File: src/rtl/life_pkg.sv
// Shared types and constants for the 8x8 life-grid display path.
//
// Contents:
//   GRID_W, ROWS, COLS : grid geometry
//   grid_t             : one full generation, row r in bits [8r+7:8r]
//   row_t              : one row of column bits (bit c = column c)
//   scan_state_t       : scan FSM states (IDLE, SCAN, BLANK)
//   grid_row()         : extracts one row of a generation
package life_pkg;

    localparam int unsigned GRID_W = 64;
    localparam int unsigned ROWS   = 8;
    localparam int unsigned COLS   = 8;

    typedef logic [GRID_W-1:0] grid_t;
    typedef logic [COLS-1:0]   row_t;

    typedef enum logic [1:0] {
        IDLE,
        SCAN,
        BLANK
    } scan_state_t;

    // Row r lives in byte r of the generation word.
    function automatic row_t grid_row(input grid_t g, input logic [2:0] r);
        return g[{r, 3'b000} +: COLS];
    endfunction

endpackage

File: src/rtl/grid_scan_display_if.sv
// Valid/ready handshake carrying one 64-bit generation from the evolver.
//
// Signals:
//   grid_in    : generation word (row r = grid_in[8r+7:8r])
//   grid_valid : producer holds a new generation on grid_in
//   grid_ready : consumer can accept a generation this cycle
//
// Modports:
//   master : producer side (evolver / testbench)
//   slave  : consumer side (grid_scan_display)
interface grid_scan_display_if;
    import life_pkg::*;

    grid_t grid_in;
    logic  grid_valid;
    logic  grid_ready;

    modport master (
        output grid_in,
        output grid_valid,
        input  grid_ready
    );

    modport slave (
        input  grid_in,
        input  grid_valid,
        output grid_ready
    );

endinterface

File: src/rtl/grid_frame_buffer.sv
// Double buffer for incoming generations.
//
// A transfer on the handshake lands in the shadow buffer. The scan FSM asks
// for a swap (swap_req) when it is idle or at a frame boundary; the swap only
// happens if the shadow holds a generation, which keeps a displayed frame
// intact from row 0 to row 7.
//
// Ports:
//   clk         : system clock, rising edge
//   reset       : synchronous, active-low
//   gif         : generation handshake (slave side), drives grid_ready
//   swap_req    : FSM is at a point where a new frame may be taken
//   shadow_full : shadow buffer holds a not-yet-displayed generation
//   active      : generation currently being displayed
module grid_frame_buffer
    import life_pkg::*;
(
    input  logic                clk,
    input  logic                reset,
    grid_scan_display_if.slave  gif,
    input  logic                swap_req,
    output logic                shadow_full,
    output grid_t               active
);

    grid_t shadow_q;
    logic  grid_ready_q;
    logic  take;
    logic  swap;
    logic  shadow_full_d;

    assign take = gif.grid_valid && grid_ready_q;
    assign swap = swap_req && shadow_full;

    // take and swap are mutually exclusive: take needs an empty shadow,
    // swap needs a full one. A grid offered in the swap cycle is therefore
    // refused and accepted one cycle later.
    always_comb begin
        shadow_full_d = shadow_full;
        if (swap) begin
            shadow_full_d = 1'b0;
        end
        if (take) begin
            shadow_full_d = 1'b1;
        end
    end

    always_ff @(posedge clk) begin
        if (!reset) begin
            shadow_q     <= '0;
            active       <= '0;
            shadow_full  <= 1'b0;
            grid_ready_q <= 1'b1;
        end else begin
            if (take) begin
                shadow_q <= gif.grid_in;
            end
            if (swap) begin
                active <= shadow_q;
            end
            shadow_full  <= shadow_full_d;
            // Registered from the next value so ready never lags a fill.
            grid_ready_q <= !shadow_full_d;
        end
    end

    assign gif.grid_ready = grid_ready_q;

endmodule

File: src/rtl/grid_scan_display.sv
// Row-multiplexed LED matrix driver for the 8x8 life grid.
//
// Accepts generations over a valid/ready handshake into a double buffer and
// scans the active generation one row at a time, each row held for
// DWELL_CYCLES clocks. A newly received generation is only shown from the
// next frame boundary on. Once started, the scan repeats the active frame
// until reset.
//
// Optional build macro SCAN_BLANK_EN: inserts BLANK_CYCLES all-off clocks
// after every row (including row 7 -> row 0) for anti-ghosting. Without it
// rows switch back-to-back and BLANK_CYCLES is ignored.
//
// Ports:
//   clk        : system clock, rising edge
//   reset      : synchronous, active-low
//   gif        : generation handshake (slave side)
//   row_sel    : one-hot active row, zero when idle or blanking
//   col_data   : column bits of the active row, 1 = cell on
//   frame_done : one-cycle pulse when the row 7 dwell completes
//   busy       : scanning (any state but IDLE)
//
// All outputs are registered from the current FSM state, so the matrix pins
// follow the FSM by one clock; frame_done lines up with the last displayed
// cycle of row 7.
module grid_scan_display
    import life_pkg::*;
#(
    parameter int unsigned DWELL_CYCLES = 1000,
    parameter int unsigned BLANK_CYCLES = 4
) (
    input  logic                clk,
    input  logic                reset,
    grid_scan_display_if.slave  gif,
    output row_t                row_sel,
    output row_t                col_data,
    output logic                frame_done,
    output logic                busy
);

    localparam int unsigned RowW   = $clog2(ROWS);
    localparam int unsigned DwellW = (DWELL_CYCLES > 1) ? $clog2(DWELL_CYCLES) : 1;

    localparam logic [RowW-1:0]   RowLast   = RowW'(ROWS - 1);
    localparam logic [DwellW-1:0] DwellLast = DwellW'(DWELL_CYCLES - 1);

    // Parameter legality, checked at elaboration.
    if (DWELL_CYCLES < 2) begin : g_bad_dwell
        $error("DWELL_CYCLES must be at least 2");
    end
    if (BLANK_CYCLES < 1) begin : g_bad_blank
        $error("BLANK_CYCLES must be at least 1");
    end

`ifdef SCAN_BLANK_EN
    localparam int unsigned BlankW = (BLANK_CYCLES > 1) ? $clog2(BLANK_CYCLES) : 1;
    localparam logic [BlankW-1:0] BlankLast = BlankW'(BLANK_CYCLES - 1);

    logic [BlankW-1:0] blank_cnt_q;
`endif

    scan_state_t       state_q;
    logic [RowW-1:0]   row_q;
    logic [DwellW-1:0] dwell_cnt_q;

    logic  shadow_full;
    grid_t active;
    logic  dwell_tc;
    logic  frame_end;
    logic  swap_req;

    assign dwell_tc  = (dwell_cnt_q == DwellLast);
    assign frame_end = (state_q == SCAN) && dwell_tc && (row_q == RowLast);
    // Frames may only change while idle or exactly at the row 7 terminal count.
    assign swap_req  = (state_q == IDLE) || frame_end;

    grid_frame_buffer u_frame_buffer (
        .clk         (clk),
        .reset       (reset),
        .gif         (gif),
        .swap_req    (swap_req),
        .shadow_full (shadow_full),
        .active      (active)
    );

    always_ff @(posedge clk) begin
        if (!reset) begin
            state_q     <= IDLE;
            row_q       <= '0;
            dwell_cnt_q <= '0;
`ifdef SCAN_BLANK_EN
            blank_cnt_q <= '0;
`endif
            row_sel     <= '0;
            col_data    <= '0;
            frame_done  <= 1'b0;
            busy        <= 1'b0;
        end else begin
            busy       <= (state_q != IDLE);
            frame_done <= frame_end;

            if (state_q == SCAN) begin
                row_sel  <= row_t'(1) << row_q;
                col_data <= grid_row(active, row_q);
            end else begin
                row_sel  <= '0;
                col_data <= '0;
            end

            unique case (state_q)
                IDLE: begin
                    // The frame buffer copies shadow to active in this same cycle.
                    if (shadow_full) begin
                        state_q     <= SCAN;
                        row_q       <= '0;
                        dwell_cnt_q <= '0;
                    end
                end

                SCAN: begin
                    if (dwell_tc) begin
                        dwell_cnt_q <= '0;
                        // Wraps 7 -> 0 naturally at the frame boundary.
                        row_q       <= row_q + 1'b1;
`ifdef SCAN_BLANK_EN
                        state_q     <= BLANK;
`endif
                    end else begin
                        dwell_cnt_q <= dwell_cnt_q + 1'b1;
                    end
                end

`ifdef SCAN_BLANK_EN
                BLANK: begin
                    if (blank_cnt_q == BlankLast) begin
                        blank_cnt_q <= '0;
                        state_q     <= SCAN;
                    end else begin
                        blank_cnt_q <= blank_cnt_q + 1'b1;
                    end
                end
`endif

                default: begin
                    state_q <= IDLE;
                end
            endcase
        end
    end

endmodule
File: src/flat_wrapper.sv
// flat-port wrapper written by rule: the top's interface ports become plain ports
module grid_scan_display_flat import life_pkg::*;
#(
    parameter int unsigned DWELL_CYCLES = 1000,
    parameter int unsigned BLANK_CYCLES = 4
)
  (clk, reset, row_sel, col_data, frame_done, busy, gif_grid_in, gif_grid_valid, gif_grid_ready);
  grid_scan_display_if gif_i ();
  input  logic clk;
  input  logic reset;
  output row_t row_sel;
  output row_t col_data;
  output logic frame_done;
  output logic busy;
  input wire logic [$bits(gif_i.grid_in)-1:0] gif_grid_in;
  input wire logic [$bits(gif_i.grid_valid)-1:0] gif_grid_valid;
  output wire logic [$bits(gif_i.grid_ready)-1:0] gif_grid_ready;
  assign gif_i.grid_in = gif_grid_in;
  assign gif_i.grid_valid = gif_grid_valid;
  assign gif_grid_ready = gif_i.grid_ready;
  grid_scan_display #(.DWELL_CYCLES(DWELL_CYCLES), .BLANK_CYCLES(BLANK_CYCLES)) u_core (.clk(clk), .reset(reset), .gif(gif_i), .row_sel(row_sel), .col_data(col_data), .frame_done(frame_done), .busy(busy));
endmodule
File: config.mk
export PLATFORM = sky130hd
export DESIGN_NAME = grid_scan_display_flat
export DESIGN_NICKNAME = d
export VERILOG_FILES = /design/src/rtl/life_pkg.sv /design/src/rtl/grid_scan_display_if.sv /design/src/rtl/grid_frame_buffer.sv /design/src/rtl/grid_scan_display.sv /design/src/flat_wrapper.sv
export SDC_FILE = /design/constraint.sdc
export NUM_CORES = 1
export LEC_CHECK = 0
export ABC_AREA = 1
export BUFFER_PORTS_ARGS = -buffer_cell sky130_fd_sc_hd__buf_2
export CAP_MARGIN = 0
export CORE_ASPECT_RATIO = 1.25
export CORE_MARGIN = 4
export CORE_UTILIZATION = 30
export CTS_BUF_LIST = sky130_fd_sc_hd__clkbuf_4 sky130_fd_sc_hd__clkbuf_8
export DETAILED_ROUTE_END_ITERATION = 12
export GPL_ROUTABILITY_DRIVEN = 0
export SYNTH_ARGS = -nofsm -noshare
export SYNTH_HDL_FRONTEND = slang
export SYNTH_SLANG_ARGS = --single-unit
File: constraint.sdc
create_clock -name clk -period 3.5 [get_ports clk]
set_input_delay 0.175 -clock clk [delete_from_list [all_inputs] [get_ports clk]]
set_output_delay 0.175 -clock clk [all_outputs]
set_load 0.05 [all_outputs]
==> flow_summary.ini, run 1 <==
[logic_synthesis]
syn-num-nets = 982
syn_area_per_cell_um2 = 7.419
ys.flop_type = dfxtp_1
yosys_warnings = 0
yosysMostFrequentCell = dfxtp_1
ys_top_cells_by_area = dfxtp_1 48%, a21oi_1 10%, o21ai_0 7.4%
syn_area_um2 = 6744
ys_top_cells_by_count = 162 x dfxtp_1, 140 x a21oi_1, 119 x nor2_1, 116 x nand2_1, 100 x o21ai_0
synth_top_area_cell = dfxtp_1
async_flop_share_pct = 0
synth-seq-area-share_pct = 48.09
synth-edff-count = 0
synth.distinct_cells = 24
yosysTopAreaCellShare_pct = 48.09
synthCells = 909
ys_seq_elements = 162

[timing]
setup_viol = 0
setup-tns-final_ns = 0
rsz0062_at_grt = false
finalCritPeriodShare_pct = 66.94
clock_skew_ns = 0.01095
tightest_slew_ns = 0.9640
post-route-min-period_ns = 2.343
fmax_ghz = 0.4268
slew_headroom_pct = 35.73
slew_violations = 0
hold_violations = 0

[clock_tree]
cts_buffer_depth = 2
h-tree-depth = 4
insertion_delay_ns = 0.45
cts-hold-fix-buffers = 41
clock_tree.root_cell = clkbuf_8
clkTransAtPathRegs_ns = 0.09
cts_tree = done
cts_buffers = 17
cts-resized-gates = 0
cts_setup_buffers = 0
cts_sinks = 162

[run]
drv_cap = 0

[setup_path]
arrival_ns = 2.69
cp_common_cell = ha_1
criticalPathCategory = reg -> reg
slowest_delay_ns = 0.69
worst_path_max_delay_cell = dfxtp_1
crit_buf_inv = 2
startpoint_type = flip-flop
path_delay_family = flip-flops
cp_cell_sequence = ha_1 -> ha_1 -> inv_1 -> o21bai_4 -> buf_12 -> nand3_1 -> nand2_1 -> nor2_1
critPathMaxFanout = 128
required_ns = 3.85
end_kind = flip-flop

[power_and_ir_drop]
swShare_pct = 26.65
seq_power_share_pct = 51.7
power_frac_comb_pct = 12.6
power_density_nw_per_um2 = 487.8
peakVddDrop_mv = 0.2302
internal-power_uw = 2877
p_sw_uw = 1046
p_leak_uw = 0.003353
finalPower_uw = 3923
pwr-share-clk_pct = 35.7

[routing]
vias_per_cell = 4.629
routed_wirelength_um = 16180
first_iter_violations = 524
firstDrtPassIters = 5
drc_errors = 0
dr_total_vias = 5971
ant_nets = 0
wl_per_cell_um = 12.54

[run_status]
status = finished, final reports clean

[placed_design]
post-dp-hpwl_um = 10930
port_buffers = 85

[floorplanning]
boundaryPins = 86
die-width_um = 142.1
dieHeight_um = 175.6
placeableCoreArea_um2 = 22210
initial_core_util_pct = 30.36
dieArea_um2 = 24960
core.rowCount = 61

[grt]
gr-total-overflow = 0
grt_pass1_wl_um = 27260
antenna_found_initial = 0
grt_pass1_vias = 5671
grt_start_max_net_pins = 129
track_usage_pct = 13.22

[cells_and_area]
layout-drive-gt1-share_pct = 13.41
antennaDiodeCount = 0
syn_to_final_growth_pct = 19.24
nets = 1067

[worst_hold_path]
min_path_type = in -> reg
-- logic make-up (layout without fill, tap and decap cells) --
logic type	after synthesis	after routing	share of synthesized area, %
simple gates	315	315	19.22
buf+inv	159	257	10.87
fa+ha+maj	6	6	1.113
flops	162	162	48.09
compound gates	267	267	20.71
-- metal layers --
metal | wire length [µm] | global-route usage, %
met1 | 7663 | 17.75
met2 | 7532 | 20.98
met3 | 688 | 2.914
met4 | 290 | 4.480
met5 | 0 | 0
-- registers in the layout, summed over array words and instances (netlist names) --
signal                                cells
u_core.u_frame_buffer.shadow_q           64
u_core.u_frame_buffer.gif.grid_ready      1
u_core.u_frame_buffer.shadow_full         1
u_core.dwell_cnt_q                       10
u_core.row_sel                            8
u_core.col_data                           8
u_core.u_frame_buffer.active             64
u_core.busy                               1
u_core.state_q                            1
u_core.frame_done                         1
u_core.row_q                              3
-- worst register-to-register path, cell delays in order (launching register included) --
cell      delay (ns)
dfxtp_1         0.69
ha_1            0.27
ha_1            0.17
inv_1           0.08
o21bai_4        0.16
buf_12          0.35
nand3_1         0.37
nand2_1         0.11
nor2_1          0.04
-- layout by cell type, fill, tap and decap left out, types with 4 or more instances in the layout --
cell	Yosys	routed
buf_4	0	7
dlygate4sd3_1	0	41
clkbuf_8	0	20
a21oi_1	140	140
nand4_1	5	5
o21ai_0	100	100
ha_1	6	6
o22ai_1	19	19
nor2_1	119	119
buf_2	7	84
nand2_1	116	115
clkinv_4	0	4
a21oi_2	4	4
dfxtp_1	162	161
nand3_1	72	72
inv_1	90	90
-- stage by stage --
| stage | setup WS, ns | instances | hold WS [ns] | area [µm²] | util (%) |
|---|---|---|---|---|---|
| floorplan | 1.943 | 909 | 0.3683 | 6744 | - |
| global placement | 1.292 | 1217 | 0.4413 | 7214 | 32.48 |
| detailed placement | 1.222 | 1217 | 0.4483 | 7214 | 32.48 |
| CTS | 1.209 | 1290 | 0.0002491 | 8041 | 36.21 |
| global route | 0.9952 | 1290 | 0.001727 | 8041 | 36.21 |
| finish | 1.157 | 1290 | 0.009650 | 8041 | 36.21 |
-- power by group through the flow --
stage	Sequential, µW	Combinational, µW	Clock, µW
2_1_floorplan	2060	371	0
3_3_place_gp	2070	459	0
3_5_place_dp	2070	465	0
4_1_cts	2030	500	1440
5_1_grt	2040	573	1520
6_report	2030	493	1400
-- cell type report --
type	instances	area (µm²)
timing repair buffer	133	903.4
multi-input combinational	588	2775
sequential	162	3247
fill	2381	14170
inverter	92	345.3
tap	283	354.1
clock buffer	22	290.3
clock inverter	10	126.4
-- path summary, 6_finish.rpt --
| path | cells past startpoint | endpoint | start | slack, ns |
|---|---|---|---|---|
| setup / recovery | 8 | u_core.u_frame_buffer.active[16] | u_core.row_q[0] | 1.16 |
| hold / removal | 3 | u_core.u_frame_buffer.shadow_q[12] | gif_grid_in[12] | 0.01 |
| setup reg to reg | 8 | u_core.u_frame_buffer.active[16] | u_core.row_q[0] | 1.16 |
| hold reg to reg | 2 | u_core.u_frame_buffer.shadow_q[41] | u_core.u_frame_buffer.shadow_q[41] | 0.46 |
No activity file was read; power rests on OpenSTA's default activity.
==> inputs of run 2 (changes only) <==
--- a/config.mk
+++ b/config.mk
@@ -5,7 +5,7 @@
 export SDC_FILE = /design/constraint.sdc
 export NUM_CORES = 1
 export LEC_CHECK = 0
-export ABC_AREA = 1
+export ABC_AREA = 0
 export BUFFER_PORTS_ARGS = -buffer_cell sky130_fd_sc_hd__buf_2
 export CAP_MARGIN = 0
 export CORE_ASPECT_RATIO = 1.25
==> constraint.sdc (replaced) <==
create_clock -name clk -period 2.4 [get_ports clk]
set_input_delay 0.12 -clock clk [delete_from_list [all_inputs] [get_ports clk]]
set_output_delay 0.12 -clock clk [all_outputs]
set_load 0.05 [all_outputs]
==> flow_summary.ini, run 2 <==
[routing]
vias_per_cell = 4.666
routed_wirelength_um = 15980
firstDrtPassIters = 4
wl_per_cell_um = 13.92
drc_errors = 0
dr_total_vias = 5356
ant_nets = 0
first_iter_violations = 406

[logic_synthesis]
ys.flop_type = dfxtp_1
yosysMostFrequentCell = nand2_1
ys_top_cells_by_count = 200 x nand2_1, 162 x dfxtp_1, 71 x a21oi_1, 65 x nand3_1, 49 x o21ai_0
syn-num-nets = 813
synth_top_area_cell = dfxtp_1
synthCells = 740
synth-seq-area-share_pct = 50.50
ys_top_cells_by_area = dfxtp_1 50%, nand2_1 12%, mux4_2 5.6%
synth.distinct_cells = 46
synth-edff-count = 0
syn_area_per_cell_um2 = 8.679
syn_area_um2 = 6422
async_flop_share_pct = 0
yosys_warnings = 0
ys_seq_elements = 162
yosysTopAreaCellShare_pct = 50.50

[setup_path]
reg2regPathDepth = 6
startpoint_type = flip-flop
required_ns = 2.73
end_kind = flip-flop
critPathMaxFanout = 128
arrival_ns = 2.26
criticalPathCategory = reg -> reg

[power_and_ir_drop]
p_leak_uw = 0.003015
peakVddDrop_mv = 0.3258
power_density_nw_per_um2 = 670.8

[run_status]
status = finished, final reports clean

[floorplanning]
placeableCoreArea_um2 = 20970
boundaryPins = 86
core.rowCount = 59
die-width_um = 138.9
initial_core_util_pct = 30.63
dieHeight_um = 171.6
dieArea_um2 = 23830

[cells_and_area]
largestRegisters = u_core.u_frame_buffer.active (64), u_core.u_frame_buffer.shadow_q (64), u_core.dwell_cnt_q (10)
antennaDiodeCount = 0
final_common_cell = nand2_1
syn_to_final_growth_pct = 26.01
num-fill-cells = 2201
postLayoutCellArea_um2 = 8093
layout-drive-gt1-share_pct = 18.99
mostFrequentLayoutCells = 199 x nand2_1, 162 x dfxtp_1, 84 x buf_2
nets = 934

[timing]
hold_ws_ns = 0.04766
finalCritPeriodShare_pct = 80.65
tightest_slew_ns = 0.6218
clock_skew_ns = 0.01290
slew_violations = 0
setup_viol = 0
slew_headroom_pct = 58.40
fmax_ghz = 0.5167
setup-tns-final_ns = 0
rsz0062_at_grt = false
post-route-min-period_ns = 1.936
hold_violations = 0

[grt]
grt_start_max_net_pins = 129
grt_pass1_wl_um = 25900
antenna_found_initial = 0
grt_pass1_vias = 5139
gr-total-overflow = 0
track_usage_pct = 13.47

[run]
drv_cap = 0

[clock_tree]
clock_tree.root_cell = clkbuf_8
cts_buffer_depth = 2
insertion_delay_ns = 0.46
cts_buffers = 17
clkTransAtPathRegs_ns = 0.09
h-tree-depth = 4
cts_tree = done
cts_sinks = 162

[worst_hold_path]
hold_depth = 2
min_path_type = in -> reg

[placed_design]
port_buffers = 85
postPlaceCellArea_um2 = 7048
post-dp-hpwl_um = 10820
[run 2: layout make-up]
cell class,count,area [µm²],area share [%]
sequential,162,3243,40.07
multi-input combinational,508,2858,35.31
timing repair buffer,163,1211,14.97
tap,274,342.8,4.236
clock buffer,19,255.2,3.154
clock inverter,13,148.9,1.840
inverter,9,33.78,0.4174
[run 2: through the flow]
stage / instances / power, µW / setup WS [ns] / utilization (%)
floorplan: 740 / 3217 / 0.7468 / -
global placement: 1052 / 3363 / 0.5538 / 33.62
detailed placement: 1052 / 3371 / 0.4928 / 33.62
CTS: 1148 / 5482 / 0.4780 / 38.60
global route: 1148 / 5655 / 0.3180 / 38.60
finish: 1148 / 5429 / 0.4645 / 38.60
[run 2: logic make-up (layout without fill, tap and decap cells)]
logic type / Yosys count / count (layout) / share of synthesized area (%)
AO/OA/AOI/OAI: 154 / 154 / 13.44
AND/OR/NAND/NOR: 319 / 319 / 22.07
multiplexers: 25 / 25 / 7.033
adder cells (fa/ha/maj): 6 / 6 / 1.169
buffers and inverters: 70 / 204 / 5.241
flip-flops: 162 / 162 / 50.50
XOR/XNOR: 4 / 4 / 0.5456
[run 2: timing repair]
item                      in CTS  in global routing
buffers inserted               0                  0
gates resized for setup        0                  0
hold endpoints to repair      64                  0
hold buffers                  64                  0
[run 2: per-layer routing]
metal	share of wire [%]	wire length (µm)	up-vias	global-route usage, %
li1	-	-	2766	-
met1	46	7353	2476	16.74
met2	48	7671	92	22.68
met3	3.6	576	22	3.170
met4	2.4	376	0	5.489
met5	0	0	-	0
[run 2: report_power, final]
group          leakage [µW]  switching, µW  internal, µW  total [µW]
combinational       0.00149            312           225         537
sequential          0.00132           58.1          2790        2840
clock              0.000203           1060           984        2050
total               0.00301           1430          4000        5430
[run 2: worst paths after layout]
path / end / from / slack (ns)
setup / recovery: u_core.u_frame_buffer.active[54] / u_core.row_q[0] / 0.46
hold / removal: u_core.dwell_cnt_q[8] / reset / 0.05
setup reg to reg: u_core.u_frame_buffer.active[54] / u_core.row_q[0] / 0.46
hold reg to reg: u_core.u_frame_buffer.active[7] / u_core.u_frame_buffer.shadow_q[7] / 0.46
[run 2: worst max-delay path, cell delays in order, from the launching register on]
cell and delay [ns]:
dfxtp_1 0.32, ha_1 0.22, ha_1 0.21, and2_1 0.17, a41oi_4 0.24, buf_12 0.39, o21ai_0 0.17
